[src/rtl/mips_cpu_pkg.sv]
// Shared core definitions: sub-word store opcodes and the SB/SH scheduler state encoding.
package mips_cpu_pkg;

  localparam logic [5:0] OP_SB = 6'b101000;
  localparam logic [5:0] OP_SH = 6'b101001;

  typedef enum logic [1:0] {
    IDLE = 2'd0,
    RD   = 2'd1,
    WR   = 2'd2,
    DONE = 2'd3
  } sbsh_state_t;

  function automatic logic is_sub_word_store(input logic [5:0] op);
    return (op == OP_SB) || (op == OP_SH);
  endfunction

endpackage

[src/rtl/sb_sh_scheduler_lane_merge.sv]
// Combinational byte/halfword lane merge of store data into a word read back from memory.
module sbsh_lane_merge #(
  parameter bit BIG_ENDIAN = 1'b0
) (
  input  logic [31:0] old_word,
  input  logic [15:0] wdata,
  input  logic [1:0]  addr_lo,
  input  logic        is_half,
  output logic [31:0] merged_word
);

  logic [1:0] byte_lane;
  logic       half_lane;

  // For two bits, 3 - addr equals the bitwise inverse.
  assign byte_lane = BIG_ENDIAN ? ~addr_lo : addr_lo;
  assign half_lane = addr_lo[1] ^ BIG_ENDIAN;

  genvar gi;
  generate
    for (gi = 0; gi < 4; gi++) begin : g_lane
      localparam logic [1:0] BYTE_IDX = 2'(gi);
      localparam logic       HALF_IDX = (gi >= 2);
      localparam int         SRC_LSB  = (gi % 2) * 8;
      logic hit;
      assign hit = is_half ? (half_lane == HALF_IDX) : (byte_lane == BYTE_IDX);
      assign merged_word[8*gi +: 8] = !hit    ? old_word[8*gi +: 8] :
                                      is_half ? wdata[SRC_LSB +: 8] : wdata[7:0];
    end
  endgenerate

endmodule

[src/rtl/sb_sh_scheduler.sv]
// SB/SH read-modify-write scheduler for a word-only data memory port.
// Optional macro SB_SH_ALIGN_CHECK_EN rejects SH with addr[0]=1 and pulses misalign.
module sb_sh_scheduler
  import mips_cpu_pkg::*;
#(
  parameter bit BIG_ENDIAN = 1'b0
) (
  input  logic        clk,
  input  logic        reset_n,
  input  logic        req,
  input  logic [5:0]  op,
  input  logic [31:0] addr,
  input  logic [31:0] wdata,
  output logic        stall,
  output logic        busy,
  output logic        done,
  output logic [31:0] mem_address,
  output logic        mem_read,
  output logic        mem_write,
  output logic [31:0] mem_writedata,
  input  logic [31:0] mem_readdata,
  input  logic        mem_waitrequest,
  output logic        misalign
);

  sbsh_state_t state_q, state_d;
  logic [1:0]  addr_lo_q, addr_lo_d;
  logic [15:0] wdata_q, wdata_d;
  logic        is_half_q, is_half_d;
  logic        busy_q, busy_d;
  logic        done_q, done_d;
  logic        mem_read_q, mem_read_d;
  logic        mem_write_q, mem_write_d;
  logic [31:0] mem_address_q, mem_address_d;
  logic [31:0] mem_writedata_q, mem_writedata_d;

  logic        accept_window;
  logic        accept;
  logic        misalign_w;
  logic [31:0] merged_word;
  logic        unused_wdata_hi;

  assign unused_wdata_hi = ^wdata[31:16];
  assign accept_window   = (state_q == IDLE) || (state_q == DONE);

`ifdef SB_SH_ALIGN_CHECK_EN
  assign misalign_w = reset_n && accept_window && req && (op == OP_SH) && addr[0];
`else
  assign misalign_w = 1'b0;
`endif

  // reset_n gates acceptance so a held req cannot raise stall during reset.
  assign accept = reset_n && accept_window && req && is_sub_word_store(op) && !misalign_w;

  sbsh_lane_merge #(
    .BIG_ENDIAN (BIG_ENDIAN)
  ) u_merge (
    .old_word    (mem_readdata),
    .wdata       (wdata_q),
    .addr_lo     (addr_lo_q),
    .is_half     (is_half_q),
    .merged_word (merged_word)
  );

  always_comb begin
    state_d         = state_q;
    addr_lo_d       = addr_lo_q;
    wdata_d         = wdata_q;
    is_half_d       = is_half_q;
    busy_d          = busy_q;
    done_d          = done_q;
    mem_read_d      = mem_read_q;
    mem_write_d     = mem_write_q;
    mem_address_d   = mem_address_q;
    mem_writedata_d = mem_writedata_q;
    case (state_q)
      IDLE, DONE: begin
        done_d      = 1'b0;
        mem_write_d = 1'b0;
        if (accept) begin
          state_d       = RD;
          busy_d        = 1'b1;
          mem_read_d    = 1'b1;
          mem_address_d = {addr[31:2], 2'b00};
          addr_lo_d     = addr[1:0];
          wdata_d       = wdata[15:0];
          is_half_d     = (op == OP_SH);
        end else begin
          state_d    = IDLE;
          busy_d     = 1'b0;
          mem_read_d = 1'b0;
        end
      end
      RD: begin
        // The merged word is registered directly, so the read data is captured already merged.
        if (!mem_waitrequest) begin
          state_d         = WR;
          mem_read_d      = 1'b0;
          mem_write_d     = 1'b1;
          mem_writedata_d = merged_word;
        end
      end
      WR: begin
        if (!mem_waitrequest) begin
          state_d     = DONE;
          mem_write_d = 1'b0;
          busy_d      = 1'b0;
          done_d      = 1'b1;
        end
      end
      default: state_d = IDLE;
    endcase
  end

  always_ff @(posedge clk or negedge reset_n) begin
    if (!reset_n) begin
      state_q         <= IDLE;
      addr_lo_q       <= 2'b00;
      wdata_q         <= 16'h0000;
      is_half_q       <= 1'b0;
      busy_q          <= 1'b0;
      done_q          <= 1'b0;
      mem_read_q      <= 1'b0;
      mem_write_q     <= 1'b0;
      mem_address_q   <= 32'h0000_0000;
      mem_writedata_q <= 32'h0000_0000;
    end else begin
      state_q         <= state_d;
      addr_lo_q       <= addr_lo_d;
      wdata_q         <= wdata_d;
      is_half_q       <= is_half_d;
      busy_q          <= busy_d;
      done_q          <= done_d;
      mem_read_q      <= mem_read_d;
      mem_write_q     <= mem_write_d;
      mem_address_q   <= mem_address_d;
      mem_writedata_q <= mem_writedata_d;
    end
  end

  assign stall         = accept || busy_q;
  assign busy          = busy_q;
  assign done          = done_q;
  assign mem_read      = mem_read_q;
  assign mem_write     = mem_write_q;
  assign mem_address   = mem_address_q;
  assign mem_writedata = mem_writedata_q;
  assign misalign      = misalign_w;

endmodule

[config.mk]
export PLATFORM = sky130hd
export DESIGN_NAME = sb_sh_scheduler
export DESIGN_NICKNAME = d
export VERILOG_FILES = /design/src/rtl/mips_cpu_pkg.sv /design/src/rtl/sb_sh_scheduler_lane_merge.sv /design/src/rtl/sb_sh_scheduler.sv
export SDC_FILE = /design/constraint.sdc
export NUM_CORES = 1
export LEC_CHECK = 0
export ABC_AREA = 1
export CAP_MARGIN = 15
export CORE_MARGIN = 4
export CORE_UTILIZATION = 47
export CTS_BUF_LIST = sky130_fd_sc_hd__clkbuf_4
export DETAILED_ROUTE_END_ITERATION = 8
export PLACE_DENSITY = 0.95
export SLEW_MARGIN = 30
export SYNTH_ARGS = -nofsm -noshare
export SYNTH_HDL_FRONTEND = slang
export SYNTH_SLANG_ARGS = --single-unit
[constraint.sdc]
create_clock -name clk -period 2.25 [get_ports clk]
set_input_delay 0.3375 -clock clk [delete_from_list [all_inputs] [get_ports clk]]
set_output_delay 0.3375 -clock clk [all_outputs]
set_load 0.05 [all_outputs]
# Word-level counts from Yosys, hierarchy flattened
# Index checks and enable logic that the tools add are counted.
# totals
register_bits	87
inputBits	106
word_cells	58
output_inout_bits	70
# op_classes
n_bitwise	2
n_eq_ne	10
muxes	20
n_reduce_logical	16
# op_table
operator	count
$mux W8	5
$eq A6 B6 Y1 const B	2
$reduce_and A2 Y1	5
$eq A2 B2 Y1 const B	4
$mux W1	8
$pmux W1 S2	3
$pmux W2 S3	1
$eq A2 B1 Y1 const B	2
$logic_not A2 Y1	2
$mux W2	2
$ne A2 B2 Y1 const B	2
$reduce_bool A2 Y1	2
$logic_and A1 B1 Y1	3
$logic_or A1 B1 Y1	3
$pmux W1 S3	1
$not A1 Y1	2
$reduce_or A2 Y1	1

# Depth between registers and ports, before layout
# Gate-level depths: netlist (run 1).
# depth
ltp_word	7
ltp_mapped	8
ltp_nobuf	7

# Hierarchy
# From an unflattened synthesis (run 1), not the netlist that was laid out.
# unflattened
hier_cells	536
area_unflattened_um2	4092.7
# by_module_without_submodules
module	instances	seq_area_each_um2	area_each_um2	cells_per_inst
sb_sh_scheduler	1	2177.1	3557.2	402
sbsh_lane_merge	1	0.0	535.5	134

# Least setup slack after synthesis (run 1)
# No wires, ideal clock.
# synth_timing
path_type	flip-flop to output port
startpoint	register state_q[0]
endpoint	output stall
setup_slack_ps	376
stages_incl_launch_ff	8
arrival_ps	1536
cell_sequence	dfrtp_1 -> inv_1 -> ha_1 -> nand2_1 -> nor2_2 -> nand2_2 -> buf_2 -> nand2_1
# synth_via
elab_chain_len	6
# synth_rtl
item	line	source
start, declared	sb_sh_scheduler.sv:26	sbsh_state_t state_q, state_d;
start signal, assigned	sb_sh_scheduler.sv:128	state_q <= state_d;
$eq A2 B2 Y1 or $logic_not A2 Y1 (tied branches)	sb_sh_scheduler.sv:44	assign accept_window = (state_q == IDLE) || (state_q == DONE);
$logic_or A1 B1 Y1 (*)	sb_sh_scheduler.sv:44	
$logic_and A1 B1 Y1 (*) (3 in a row)	sb_sh_scheduler.sv:53	assign accept = reset_n && accept_window && req && is_sub_word_store(op) && !misalign_w;
$logic_or A1 B1 Y1 (*)	sb_sh_scheduler.sv:141	assign stall = accept || busy_q;
end, declared	sb_sh_scheduler.sv:14	output logic stall,
# Every way passes the cells marked *; elsewhere a longest branch is shown, timed or not.

# Worst setup path in the final report (run 1)
# Same ends and word-level chain as after synthesis.

==> results.toml, run 1 <==
[outcome]
status = "finished clean"

[synthesis]
synth-seq-cells = 87
synth_area_sq_um = 4130
yosysSeqAreaShare_pct = 52.8
ys_async_sr_fraction_pct = 100
netlist_instances = 546
synth_ff_type = "dfrtp_1"
avgSynthCellArea_sq_um = 7.56
synth_edf_count = 0
ys.warnings.count = 0
ys_types = 20

[setup_path]
start_kind = "register"
worst_ep_required_time_ns = 1.91
crit_path_end_kind = "primary output"
r2r_cells = 8
critPathArrivalTime_ns = 1.76
worstPathCellList = "inv_1 > ha_1 > nand2_1 > nor2_4 > nand2_2 > nand2_1 > buf_12"
cp_common_cell = "nand2_1"
cp_max_fo = 3
crit_type = "reg2out"
critical_path.max_stage_delay_ns = 0.40
cp_num_buf_inv = 2
critical-path-top-delay-family = "simple AND/OR/NAND/NOR gates"
crit_cells = 7
worst_path_max_delay_cell = "dfrtp_1"

[placed_design]
gp_congestion = 0.843
portBuffers = 156
dp_hpwl_microns = 8930

[job]
cap_violations = 0

[pwr]
peakVddDrop_mv = 0.686
switching_share_pct = 46.0
power_mw = 6.96
p_switching_mw = 3.20
p_seq_share_pct = 33.6
p_int_mw = 3.76
pwr-share-clk_pct = 15.1
power.density_nw_per_um2 = 1170
p_leak_nw = 3.12
power_frac_comb_pct = 51.3

[final_layout]
fin_nets = 803
area_delta_synth_final_pct = 43.7
drive_gt1_share_pct = 4.87
diodes = 0
nFillCells = 636

[die]
dieWidth_microns = 102
initial_core_util_pct = 49.2
pin_count = 176
die_h_microns = 102
core_sq_um = 8380
rows = 33
die_area_sq_um = 10300

[timing]
setup_tns_ns = 0
finalSetupViolCount = 0
skew_ns = 0.0172
slew_viol_final = 0
period_share_pct = 93.1
tightest_slew_ns = 0.771
relSlewSlack_pct = 48.6
rsz0062_at_grt = "false"
layout_min_cycle_time_ns = 2.10
max_freq_ghz = 0.477
final-hold-violation-count = 0

[global_routing]
antenna_found_initial = 0
grt_max_degree = 88
grt_pass1_wl_microns = 19200
grt_pass1_vias = 4069
grt.overflow.total = 0
grt_use_total_pct = 23.5

[routing]
drc = 0
avgViaCountPerCell = 4.97
ant_nets = 0
vias = 3988
drt-total-wl_microns = 11900
dr.pass1.iters = 4
drt_iter0_drc = 174
wl_per_cell_microns = 14.8

[clock_tree]
path_clk_slew_ns = 0.14
post_cts_resized = 0
cts-root-buf = "clkbuf_4"
cts_hold_buffers = 0
cts_tree = "built"
post_cts_buffers = 0
h-tree-depth = 3
insertion_delay_ns = 0.42
cts_buffers = 9
clock_path_buffers = 2
cts.sinks = 87

[hold_path]
hold_path.class = "in2async"
area by class of cell:
class | instances | area, sq um | share of cell area [%]
clock inverters | 5 | 98.8 | 1.67
inverters | 61 | 229 | 3.86
flip-flops and latches | 87 | 2180 | 36.7
multi-input cells | 372 | 1590 | 26.9
clock buffers | 9 | 67.6 | 1.14
repair buffers | 164 | 1630 | 27.5
well taps | 105 | 131 | 2.22
cell usage in the layout (no fill, tap or decap):
cell             instances
nand3b_1                 1
clkinv_1                 2
dfrtp_1                 87
nor2_2                   2
inv_2                    2
nand2_1                249
clkdlybuf4s50_1        154
nor2_1                   2
o21ai_0                  5
nor2_4                   3
ha_1                     2
clkinv_2                 1
clkbuf_4                 9
buf_12                   1
a21oi_1                  1
bufinv_16                3
conb_1                   3
nand2_2                  2
nand3_1                100
o21ai_2                  2
buf_6                    1
buf_4                    8
inv_1                   58
path summary, 6_finish.rpt:
| check | startpoint | to | slack, ns |
|---|---|---|---|
| max | state_q[0]$_DFFE_PN0P_ | stall | 0.15 |
| min | reset_n | mem_address[23]$_DFFE_PN0P_ | 0.06 |
| max reg2reg | state_q[0]$_DFFE_PN0P_ | mem_address[10]$_DFFE_PN0P_ | 0.44 |
| min reg2reg | mem_address[9]$_DFFE_PN0P_ | mem_address[9]$_DFFE_PN0P_ | 0.48 |
| max in group asynchronous | reset_n | mem_writedata[31]$_DFFE_PN0P_ | 1.66 |
| min in group clk | addr[7] | mem_address[7]$_DFFE_PN0P_ | 0.46 |
cell families after synthesis:
kind of cell / after synthesis / synth area share [%]
other: 1 / 0.0909
AND/OR/NAND/NOR: 359 / 36.3
flip-flops: 87 / 52.8
buffers and inverters: 89 / 9.04
AO/OA/AOI/OAI: 8 / 1.15
adder cells (fa/ha/maj): 2 / 0.607
metal layers:
layer,global-route usage (%),vias to the layer above,part of all wire (%),routed length (microns)
met3,9.16,13,11,1300
met1,28.2,1840,39,4650
met5,0,-,0,0
met4,6.13,0,1.1,129
met2,39.7,169,49,5790
li1,-,1966,-,-
synth_stat cells (2+ instances only):
cell type / n / area share, %
nand2_1: 249 / 23
nand3_1: 100 / 12
dfrtp_1: 87 / 53
inv_1: 58 / 5.3
buf_2: 19 / 2.3
o21ai_0: 5 / 0.61
buf_4: 4 / 0.73
nor2_2: 4 / 0.61
clkbuf_1: 3 / 0.27
buf_1: 2 / 0.18
ha_1: 2 / 0.61
inv_2: 2 / 0.18
nand2_2: 2 / 0.30
nor2_1: 2 / 0.18
o21ai_2: 2 / 0.42
worst register-to-register path, cell delays in order, from the launching register on:
cell and delay, ns:
dfrtp_1 0.40, inv_1 0.05, ha_1 0.32, nand2_1 0.13, nor2_4 0.06, nand2_2 0.08, buf_4 0.45, nand2_1 0.16
nand2_1 0.11
stage by stage:
stage / instances / worst slack, ns / util, % / area (sq um) / hold slack (ns)
after floorplan: 548 / 0.376 / - / 4130 / 0.0419
after global placement: 789 / 0.466 / 68.7 / 5760 / 0.453
after detailed placement: 789 / 0.372 / 68.8 / 5760 / 0.459
after CTS: 803 / 0.119 / 70.7 / 5930 / 0.0836
after global routing: 803 / 0.00189 / 70.7 / 5930 / 0.107
final: 803 / 0.155 / 70.7 / 5930 / 0.0628
sequential cells by signal (all words and copies together) (netlist names):
register,flops
addr_lo_q,2
busy,1
done,1
is_half_q,1
mem_address,30
mem_read,1
mem_write,1
mem_writedata,32
state_q,2
wdata_q,16
power by group through the flow:
stage / sequential [mW] / clock [mW] / combinational (mW)
2_1_floorplan: 3.66 / 0 / 0.964
3_3_place_gp: 2.33 / 0 / 3.51
3_5_place_dp: 2.37 / 0 / 3.59
4_1_cts: 2.34 / 1.08 / 3.60
5_1_grt: 2.39 / 1.15 / 3.82
6_report: 2.34 / 1.05 / 3.57
No activity file was read; power rests on OpenSTA's default activity.
==> inputs of run 2 (changes only) <==
--- a/config.mk
+++ b/config.mk
@@ -11,7 +11,7 @@
 export CORE_UTILIZATION = 47
 export CTS_BUF_LIST = sky130_fd_sc_hd__clkbuf_4
 export DETAILED_ROUTE_END_ITERATION = 8
-export PLACE_DENSITY = 0.95
+export PLACE_DENSITY_LB_ADDON = 0.12
 export SLEW_MARGIN = 30
 export SYNTH_ARGS = -nofsm -noshare
 export SYNTH_HDL_FRONTEND = slang
==> results.toml, run 2 (synthesized netlist as in run 1, its figures left out) <==
[outcome]
status = "finished clean"

[placed_design]
portBuffers = 156
gp_congestion = 0.842
dp_hpwl_microns = 8010
pre_cts_slack_ns = 0.565

[setup_path]
worst_ep_required_time_ns = 1.91
crit_path_end_kind = "primary output"
crit_type = "reg2out"
start_kind = "register"
critPathArrivalTime_ns = 1.75
cp_max_fo = 3

[clock_tree]
cts-root-buf = "clkbuf_4"
path_clk_slew_ns = 0.15
cts_tree = "built"
post_cts_buffers = 0
insertion_delay_ns = 0.41
clock_path_buffers = 2
cts_buffers = 9
h-tree-depth = 3
cts.sinks = 87

[final_layout]
largest_reg_flops = 32
nFillCells = 691
layout.cells.most_common = "nand2_1"
layout_common_cells = "249 x nand2_1, 154 x clkdlybuf4s50_1, 100 x nand3_1"
diodes = 0
post-route-util_pct = 70.8
area_delta_synth_final_pct = 43.9
drive_gt1_share_pct = 5.68
fin_nets = 807

[pwr]
peakVddDrop_mv = 0.577
power.density_nw_per_um2 = 1140
p_leak_nw = 3.12

[routing]
vias = 3902
drc = 0
drt_iter0_drc = 130
avgViaCountPerCell = 4.82
ant_nets = 0
drt-total-wl_microns = 11000
wl_per_cell_microns = 13.7
dr.pass1.iters = 5

[timing]
finalSetupViolCount = 0
rsz0062_at_grt = "false"
period_share_pct = 92.6
relSlewSlack_pct = 49.4
layout_min_cycle_time_ns = 2.08
setup_ws_ns = 0.165
setup_tns_ns = 0
tightest_slew_ns = 0.759
final-hold-violation-count = 0
hold_slack_ns = 0.454
skew_ns = 0.0134
max_freq_ghz = 0.480
slew_viol_final = 0

[die]
rows = 33
initial_core_util_pct = 49.2
die_area_sq_um = 10300
pin_count = 176
die_h_microns = 102
dieWidth_microns = 102
core_sq_um = 8380

[global_routing]
grt_busiest_layer = "met2"
grt_use_met3_pct = 7.30
antenna_found_initial = 0
grt_max_degree = 62
gr-usage-met2_pct = 35.7
grt.overflow.total = 0
grt_pass1_wl_microns = 18200
grtUsageMet1_pct = 27.7
grt_use_total_pct = 22.0
grt_pass1_vias = 3913

[job]
cap_violations = 0

[hold_path]
hold_path.class = "in2reg"
run 2: changes by cell type in the layout (fill, tap and decap cells not counted):
| cell | previous run | this run |
|---|---|---|
| clkinv_2 | 1 | 0 |
| buf_6 | 1 | 0 |
| clkbuf_4 | 9 | 10 |
| inv_6 | 0 | 1 |
| buf_4 | 8 | 12 |
| dlygate4sd3_1 | 0 | 1 |
| clkinv_1 | 2 | 1 |
| clkinvlp_4 | 0 | 3 |
| clkinv_4 | 0 | 1 |
| bufinv_16 | 3 | 1 |
run 2: worst max-delay path: stages, from the launching register on:
cell and delay, ns:
dfrtp_1 0.40, inv_1 0.06, ha_1 0.32, nand2_1 0.10, nor2_4 0.14, nand2_2 0.08
nand2_1 0.11, buf_12 0.14
run 2: through the flow:
stage / instances / area, sq um / power [mW]
floorplan: 548 / 4130 / 4.63
global placement: 792 / 5780 / 5.86
detailed placement: 792 / 5780 / 5.93
CTS: 809 / 5940 / 6.84
global route: 809 / 5940 / 7.18
finish: 809 / 5940 / 6.78
run 2: what timing repair did:
item | 4_1_cts | 5_1_grt
hold buffers | 1 | 0
endpoints found under the hold margin | 26 | 0
gates resized for setup | 0 | 0
run 2: where the power goes:
part,switching (mW),internal [mW]
clock network,0.542,0.357
registers,0.284,2.03
logic,2.38,1.19
run 2: cell type report:
cell class / instances / area [sq um] / share of cell area (%)
inverters: 61 / 229 / 3.86
flip-flops and latches: 87 / 2180 / 36.7
clock buffers: 10 / 75.1 / 1.26
well taps: 105 / 131 / 2.21
multi-input cells: 372 / 1590 / 26.8
repair buffers: 168 / 1660 / 28.0
clock inverters: 6 / 70.1 / 1.18
run 2: per-layer routing:
metal  wire length (microns)  share of wire, %
met1                    4550                41
met2                    5140                47
met3                    1190                11
met4                     155               1.4
met5                       0                 0
run 2: final timing paths:
kind | from | end | slack [ns] | depth (start not counted)
setup / recovery | state_q[0]$_DFFE_PN0P_ | stall | 0.17 | 7
hold / removal | wdata[7] | wdata_q[7]$_DFFE_PN0P_ | 0.45 | 3
setup reg to reg | state_q[0]$_DFFE_PN0P_ | mem_read$_DFFE_PN0P_ | 0.65 | 7
hold reg to reg | mem_address[31]$_DFFE_PN0P_ | mem_address[31]$_DFFE_PN0P_ | 0.48 | 2
max in group asynchronous | reset_n | mem_address[18]$_DFFE_PN0P_ | 0.68 | 4
min in group asynchronous | reset_n | mem_writedata[4]$_DFFE_PN0P_ | 0.48 | 3
==> inputs of run 3 (changes only) <==
--- a/config.mk
+++ b/config.mk
@@ -12,6 +12,7 @@
 export CTS_BUF_LIST = sky130_fd_sc_hd__clkbuf_4
 export DETAILED_ROUTE_END_ITERATION = 8
 export PLACE_DENSITY_LB_ADDON = 0.12
+export RECOVER_POWER = 25
 export SLEW_MARGIN = 30
 export SYNTH_ARGS = -nofsm -noshare
 export SYNTH_HDL_FRONTEND = slang
==> results.toml, run 3 (synthesized netlist as in run 1, its figures left out) <==
[outcome]
status = "finished clean"

[hold_path]
hp-start = "wdata[7]"
min_to = "wdata_q[7]$_DFFE_PN0P_"
hold_path.class = "in2reg"
whs_path_depth = 3

[timing]
hold_slack_ns = 0.459
relSlewSlack_pct = 49.4
max_freq_ghz = 0.479
period_share_pct = 92.9
slew_viol_final = 0
tightest_slew_ns = 0.759
final-hold-violation-count = 0
setup_tns_ns = 0
skew_ns = 0.0101
finalSetupViolCount = 0
layout_min_cycle_time_ns = 2.09
rsz0062_at_grt = "false"

[final_layout]
largest_reg_flops = 32
multi_input_area_sq_um = 1590
nFillCells = 697
drive_gt1_share_pct = 5.11
area_delta_synth_final_pct = 43.6
fin_nets = 807
diodes = 0
stdcell_area_sq_um = 5920
layout_common_cells = "249 x nand2_1, 154 x clkdlybuf4s50_1, 100 x nand3_1"
layout.cells.most_common = "nand2_1"
register_area_sq_um = 2180

[pwr]
pwr-share-clk_pct = 13.2
p_seq_share_pct = 34.2
p_leak_nw = 3.11
power.density_nw_per_um2 = 1140
p_switching_mw = 3.20
power_frac_comb_pct = 52.6
peakVddDrop_mv = 0.577
p_int_mw = 3.57
switching_share_pct = 47.2
power_mw = 6.77

[placed_design]
gp_congestion = 0.842
placed_cell_area_sq_um = 5780
dp_hpwl_microns = 8010
portBuffers = 156

[die]
rows = 33
dieWidth_microns = 102
die_area_sq_um = 10300
pin_count = 176
core_sq_um = 8380
initial_core_util_pct = 49.2
die_h_microns = 102

[routing]
ant_nets = 0
drc = 0
dr.pass1.iters = 4
drt-total-wl_microns = 11000
wl_per_cell_microns = 13.6
avgViaCountPerCell = 4.79
vias = 3874
drt_iter0_drc = 130

[setup_path]
crit_path_end_kind = "primary output"
crit_type = "reg2out"
r2r_cells = 5
worst_ep_required_time_ns = 1.91
cp_max_fo = 3
worstPathCellList = "inv_1 > ha_1 > nand2_1 > nor2_4 > nand2_2 > nand2_1 > buf_12"
critical-path-top-delay-family = "simple AND/OR/NAND/NOR gates"
crit_cells = 7
rrSetupSlack_ns = 0.46
critical_path.max_stage_delay_ns = 0.40
worst_path_max_delay_cell = "dfrtp_1"
cp_num_buf_inv = 2
start_kind = "register"
cp_common_cell = "nand2_1"
critPathArrivalTime_ns = 1.75
reg2reg_from = "addr_lo_q[1]$_DFFE_PN0P_"
r2r_end = "mem_writedata[28]$_DFFE_PN0P_"

[global_routing]
antenna_found_initial = 0
grt_max_degree = 62
grt_pass1_vias = 3913
grt_use_total_pct = 22.0
grt.overflow.total = 0
grt_pass1_wl_microns = 18200

[clock_tree]
clock_path_buffers = 2
cts-root-buf = "clkbuf_4"
insertion_delay_ns = 0.41
cts_buffers = 9
path_clk_slew_ns = 0.14
cts.sinks = 87
cts_tree = "built"
post_cts_buffers = 0
h-tree-depth = 3

[job]
cap_violations = 0
run 3: cell types whose count changed in the layout (fill, tap and decap cells not counted), sizes merged:
cell,previous run,this run
buf,13,11
clkbuf,10,12
run 3: repair_timing:
| item | in CTS | in global routing |
|---|---|---|
| hold endpoints to repair | 26 | 0 |
| gates resized for setup | 0 | 0 |
| hold buffers | 1 | 0 |
run 3: how the worst max path moves through the flow:
stage                                 startpoint     to  slack, ns
final                     state_q[0]$_DFFE_PN0P_  stall       0.16
after global routing      state_q[0]$_DFFE_PN0P_  stall       0.03
after CTS                 state_q[0]$_DFFE_PN0P_  stall       0.12
after detailed placement                   op[5]  stall       0.57
after global placement                     op[5]  stall       0.57
after floorplan           state_q[0]$_DFFE_PN0P_  stall       0.38
run 3: layout make-up:
class                           count  area share [%]
Timing Repair Buffer              168            27.9
Inverter                           61            3.86
Clock inverter                      6            1.18
Multi-Input combinational cell    372            26.8
Clock buffer                       10            1.27
Tap cell                          105            2.22
Sequential cell                    87            36.7
run 3: per-stage QoR:
step	util (%)	setup slack, ns	instances
6_report	70.7	0.161	809
5_1_grt	70.7	0.0334	809
4_1_cts	70.8	0.117	809
3_5_place_dp	69.0	0.565	792
3_3_place_gp	69.0	0.570	792
2_1_floorplan	-	0.376	548
run 3: worst reg2reg max path, stage by stage (launching register included):
cell	delay, ns
dfrtp_1	0.64
inv_1	0.30
nor2_1	0.48
nand2_1	0.13
nand3_1	0.10
nand2_1	0.05
run 3: metal layers:
layer  global-route usage [%]  part of all wire [%]  up-vias
li1                         -                     -     1971
met1                     27.7                    42     1758
met2                     35.7                    46      132
met3                     7.30                   9.9       13
met4                     7.67                   1.4        0
met5                        0                     0        -
run 3: power by group through the flow:
stage / combinational (mW) / sequential, mW / clock (mW)
6_report: 3.56 / 2.32 / 0.896
5_1_grt: 3.81 / 2.37 / 0.988
4_1_cts: 3.59 / 2.32 / 0.931
3_5_place_dp: 3.58 / 2.35 / 0
3_3_place_gp: 3.53 / 2.32 / 0
2_1_floorplan: 0.964 / 3.66 / 0
==> variant 1: new RTL, settings of run 2 <==
`BIG_ENDIAN` is set to 1'b0 in 2 places; all go to 1'b1.
--- a/src/rtl/sb_sh_scheduler_lane_merge.sv
+++ b/src/rtl/sb_sh_scheduler_lane_merge.sv
@@ -1,6 +1,6 @@
 // Combinational byte/halfword lane merge of store data into a word read back from memory.
 module sbsh_lane_merge #(
-  parameter bit BIG_ENDIAN = 1'b0
+  parameter bit BIG_ENDIAN = 1'b1
 ) (
   input  logic [31:0] old_word,
   input  logic [15:0] wdata,
--- a/src/rtl/sb_sh_scheduler.sv
+++ b/src/rtl/sb_sh_scheduler.sv
@@ -3,7 +3,7 @@
 module sb_sh_scheduler
   import mips_cpu_pkg::*;
 #(
-  parameter bit BIG_ENDIAN = 1'b0
+  parameter bit BIG_ENDIAN = 1'b1
 ) (
   input  logic        clk,
   input  logic        reset_n,
Check against the original RTL: not equivalent (Yosys sat finds a counterexample within 4 cycles, from zero or initial values and one cycle with reset_n low).
==> variant 1 against run 2 <==
Global-route usage grew 1.2 points. Power decreased by 3.4%. Area after synthesis grew 0.39%. Sequential cell count stayed put. Die area up 0.36%. Design area down 0.11%. Worst setup slack improved by 21 ps. Combinational power shrank 7.3%. Routed wire length rose by 5.3%. Highest routed layer unchanged.
==> variant 1: results (changes against run 2) <==
- Post-DP HPWL: 8560 um (+6.9%)
- Worst Path Arrival: 1730 ps (-20 ps)
- FF-to-FF Start: state_q[1]
- Leak Pwr: 3.12 nW (+0.22%)
- Placed cells: 788 (-0.51%)
- Layout fillers: 692 (+0.14%)
- Worst vdd ir: 0.554 mV (-3.9%)
- Final setup skew: 15.0 ps (+1.66 ps)
- Wire per inst: 14.4 um (+5.7%)
- Cell count after synthesis: 545 (-0.18%)
- Largest net degree at the start of global routing: 50 (-19%)
- Hold Path Class: input port to async pin
- Post-synthesis cell type count: 19 (-5.0%)
- DR iter-0 viols: 153 (+18%)
- Slew @ Worst Pin: 594 ps (-165 ps)
- Seq/Total Area, Yosys: 52.6% (-0.21 points)
- Status: complete, no violations
- Vias in the first global route: 3,998 (+2.2%)
- GP Congestion: 0.823 (-2.2%)
- R2R depth: 6 (-1)
- Post-Route WL: 11,600 um (+5.3%)
- Reg clk slew, reported paths: 130 ps (-20 ps)
- Final net count: 804 (-0.37%)
- Reg2reg end: state_q[0]
- CTS Buf Count: 9 (unchanged)
- Reg2reg setup slack: 550 ps (-100 ps)
- First-pass GRT wire length: 18,900 um (+3.9%)
## variant 1: cell count changes in the layout (fill, tap and decap cells not counted), sizes merged, moves of 2 or more
cell / run 2 / this run
nand2: 251 / 254
o21ai: 7 / 5
clkinv: 2 / 4
clkinvlp: 3 / 1
nor2: 7 / 2
## variant 1: cell type report
type / count / area (um^2) / area share [%]
repair buffers: 167 / 1650 / 27.9
clock buffers: 9 / 67.6 / 1.14
multi-input cells: 370 / 1580 / 26.7
well taps: 105 / 131 / 2.22
flip-flops and latches: 87 / 2180 / 36.7
inverters: 61 / 229 / 3.86
clock inverters: 7 / 87.6 / 1.48
## variant 1: cells by family (layout without fill, tap and decap cells)
kind of cell	after synthesis	after routing	share of synthesized area, %
and+or+nand+nor	357	357	35.7
AOI/OAI and AO/OA	8	8	1.39
DFF	87	87	52.6
adders and majority gates	2	2	0.604
other	1	3	0.0905
buffers and inverters	90	244	9.61
## variant 1: metrics by stage
stage	hold WS (ps)	area [um^2]	util, %	worst slack, ps
CTS	214	5920	70.7	94.1
global route	220	5930	70.8	44.7
global placement	143	5760	68.7	527
finish	238	5930	70.8	187
detailed placement	141	5760	68.7	469
floorplan	41.9	4150	-	386
## variant 1: worst max path at each step
stage          depth (start not counted)       start  slack, ps    endpoint
3_5_place_dp                           7       op[1]        470  state_q[0]
2_1_floorplan                          7  state_q[0]        390       stall
5_1_grt                                7  state_q[0]         40       stall
4_1_cts                                7  state_q[0]         90       stall
6_report                               6  state_q[1]        190       stall
3_3_place_gp                           7       op[1]        530  wdata_q[8]
## variant 1: repair_timing
action / in CTS / in global routing
buffers inserted: 0 / 1
hold endpoints to repair: 1 / 0
setup endpoints to repair: 0 / 1
hold buffers: 1 / 0
## variant 1: power by group
part | switching, W | internal, W
registers | 0.000269 | 0.00200
clock network | 0.000534 | 0.000442
logic | 0.00222 | 0.00109
## variant 1: metal layers
layer  part of all wire [%]  GRT usage, %
met4                    2.1          8.78
met1                     40          28.7
met2                     49          39.1
met5                      0             0
met3                    9.2          6.42
## variant 1: worst max-delay path, stage by stage, from the launching register on
cell     delay, ps
dfrtp_1        410
ha_1           320
nand2_1         90
nor2_4         110
nand2_1        100
nand2_1        120
buf_12         140
==> variant 2: new RTL, settings of run 2 <==
Made on the original files. The 4 states of `sbsh_state_t` get a one-hot encoding in 4 bits.
--- a/src/rtl/mips_cpu_pkg.sv
+++ b/src/rtl/mips_cpu_pkg.sv
@@ -4,11 +4,11 @@
   localparam logic [5:0] OP_SB = 6'b101000;
   localparam logic [5:0] OP_SH = 6'b101001;
 
-  typedef enum logic [1:0] {
-    IDLE = 2'd0,
-    RD   = 2'd1,
-    WR   = 2'd2,
-    DONE = 2'd3
+  typedef enum logic [3:0] {
+    IDLE = 4'b0001,
+    RD   = 4'b0010,
+    WR   = 4'b0100,
+    DONE = 4'b1000
   } sbsh_state_t;
 
   function automatic logic is_sub_word_store(input logic [5:0] op);
Check against the original RTL: no difference found for any inputs over 10 cycles, from zero or initial values and one cycle with reset_n low; not proved beyond that.
==> variant 2 against run 2 <==
First-iteration DRC count grew 18%. Sequential cell count is 2 higher. Routed wire length grew 1.2%. Area after synthesis is 0.21% lower. Worst setup slack worse by 7.2 ps. Via count decreased by 4.3%. Design area is 2.3% lower. Largest cell class unchanged. Highest routed layer unchanged.
Power is not compared: it rests on default switching activity, and its combinational part moved more than twofold at a synthesized area within 25%.
==> variant 2: results (changes against run 2) <==
- Placed cells: 739 (-6.7%)
- GRT Util Overall: 22.5% (+0.54 points)
- Multiplexer share of the synthesized area: 0% (unchanged)
- GP Congestion: 0.834 (-0.90%)
- Layout cells sized above 1: 5.84% (+0.16 points)
- Clk_lat worst skew: 440 ps (+30 ps)
- Wire per inst: 14.8 um (+8.3%)
- Largest net degree at the start of global routing: 90 (+45%)
- Clk. pwr: around 0.00076 W
- Dpl ws: 286 ps (-280 ps)
- Most common library cells after synthesis: nand2_1, dfrtp_1, nand3_1
- Post-synthesis compound-gate area fraction: 8.57% (+7.4 points)
- Post-synthesis cell type count: 23 (+15%)
- Area of the multi-input gates: 1560 um^2 (-2.0%)
- Seq/Total Area, Yosys: 54.1% (+1.4 points)
- Power share of the sequential group: between 40% and 50%
- Final setup skew: 18.9 ps (+5.56 ps)
- NetSw: 0.00148 W
- Worst-path fanout max: 14 (+11)
- Cell count after synthesis: 500 (-8.4%)
- Final instance area: 5800 um^2 (-2.3%)
- Ys async rst share: 100% (unchanged)
- First-pass GRT wire length: 18,000 um (-1.2%)
- Non-CTS inverters: 37 (-39%)
- Post-synthesis adder-cell area fraction: 0% (-0.61 points)
- DR iter-0 viols: 154 (+18%)
- ClkCell Share: 1.83% (-0.61 points)
- R2R depth: 7 (unchanged)
- Status: complete, no violations
- Synth Register Bits: 89 (+2.3%)
- Post-synthesis cell area: 4120 um^2 (-0.21%)
- Final net count: 752 (-6.8%)
- Post-CTS Hold Fix Bufs: 1 (unchanged)
- Worst Path Arrival: 1750 ps (about the same)
- CTS Buf Count: 9 (unchanged)
- Initial antenna violation count: 0 (unchanged)
- Layout fillers: 716 (+3.6%)
- Clock buffers: 11 (+1)
- YS warnings: 0 (unchanged)
- #MultiIn Comb: 346 (-7.0%)
- Buffering overhead: 28.2% (+0.21 points)
- IO Port Bufs: 156 (unchanged)
- H-tree levels: 3 (unchanged)
- Area contributors post-synth: dfrtp_1, nand2_1, nand3_1
- Register area: 2230 um^2 (+2.4%)
- Hold Path Class: input port to flop
- Worst slew margin: 64.0% (+15 points)
- Vias in the first global route: 3,685 (-5.8%)
- First drt pass iteration count: 4 (-1)
- Hold path depth: 3 (unchanged)
- Post-DP HPWL: 8050 um (+0.55%)
- Clock Path Buffers: 2 (unchanged)
- Via density: 4.94 (+2.4%)
- Final std cells w/o fill: 756 (-6.6%)
- Non-clk bufs: 163 (-3.0%)
- Placed cell areas: 5680 um^2 (-1.7%)
## variant 2: cell count changes in the layout (fill, tap and decap cells not counted), sizes merged, moves of 4 or more
cell           run 2  this run
a21oi              1         5
buf               13         8
inv               61        36
o211ai             0        16
o21ai              7        28
nand3            100        54
nand2            251       230
## variant 2: per-layer routing
metal	track usage (%)	vias to the layer above	routed length, um
met3	7.37	21	1170
met1	30.2	1708	4710
met5	0	-	0
li1	-	1861	-
met2	33.9	145	5050
met4	9.20	0	248
## variant 2: worst paths after layout
path / startpoint / to / slack, ps
setup / recovery: state_q[0] / stall / 160
hold / removal: wdata[11] / wdata_q[11] / 440
setup reg to reg: state_q[0] / mem_address[9] / 540
hold reg to reg: wdata_q[3] / wdata_q[3] / 490
max in group asynchronous: reset_n / wdata_q[10] / 1340
min in group asynchronous: reset_n / mem_writedata[0] / 520
## variant 2: critical path: stages (launching register included)
cell and delay, ps:
dfstp_2 560, inv_1 40, nand2_1 60, nand3_2 140, inv_2 130, nand2_4 120, nand2_1 130, buf_12 140
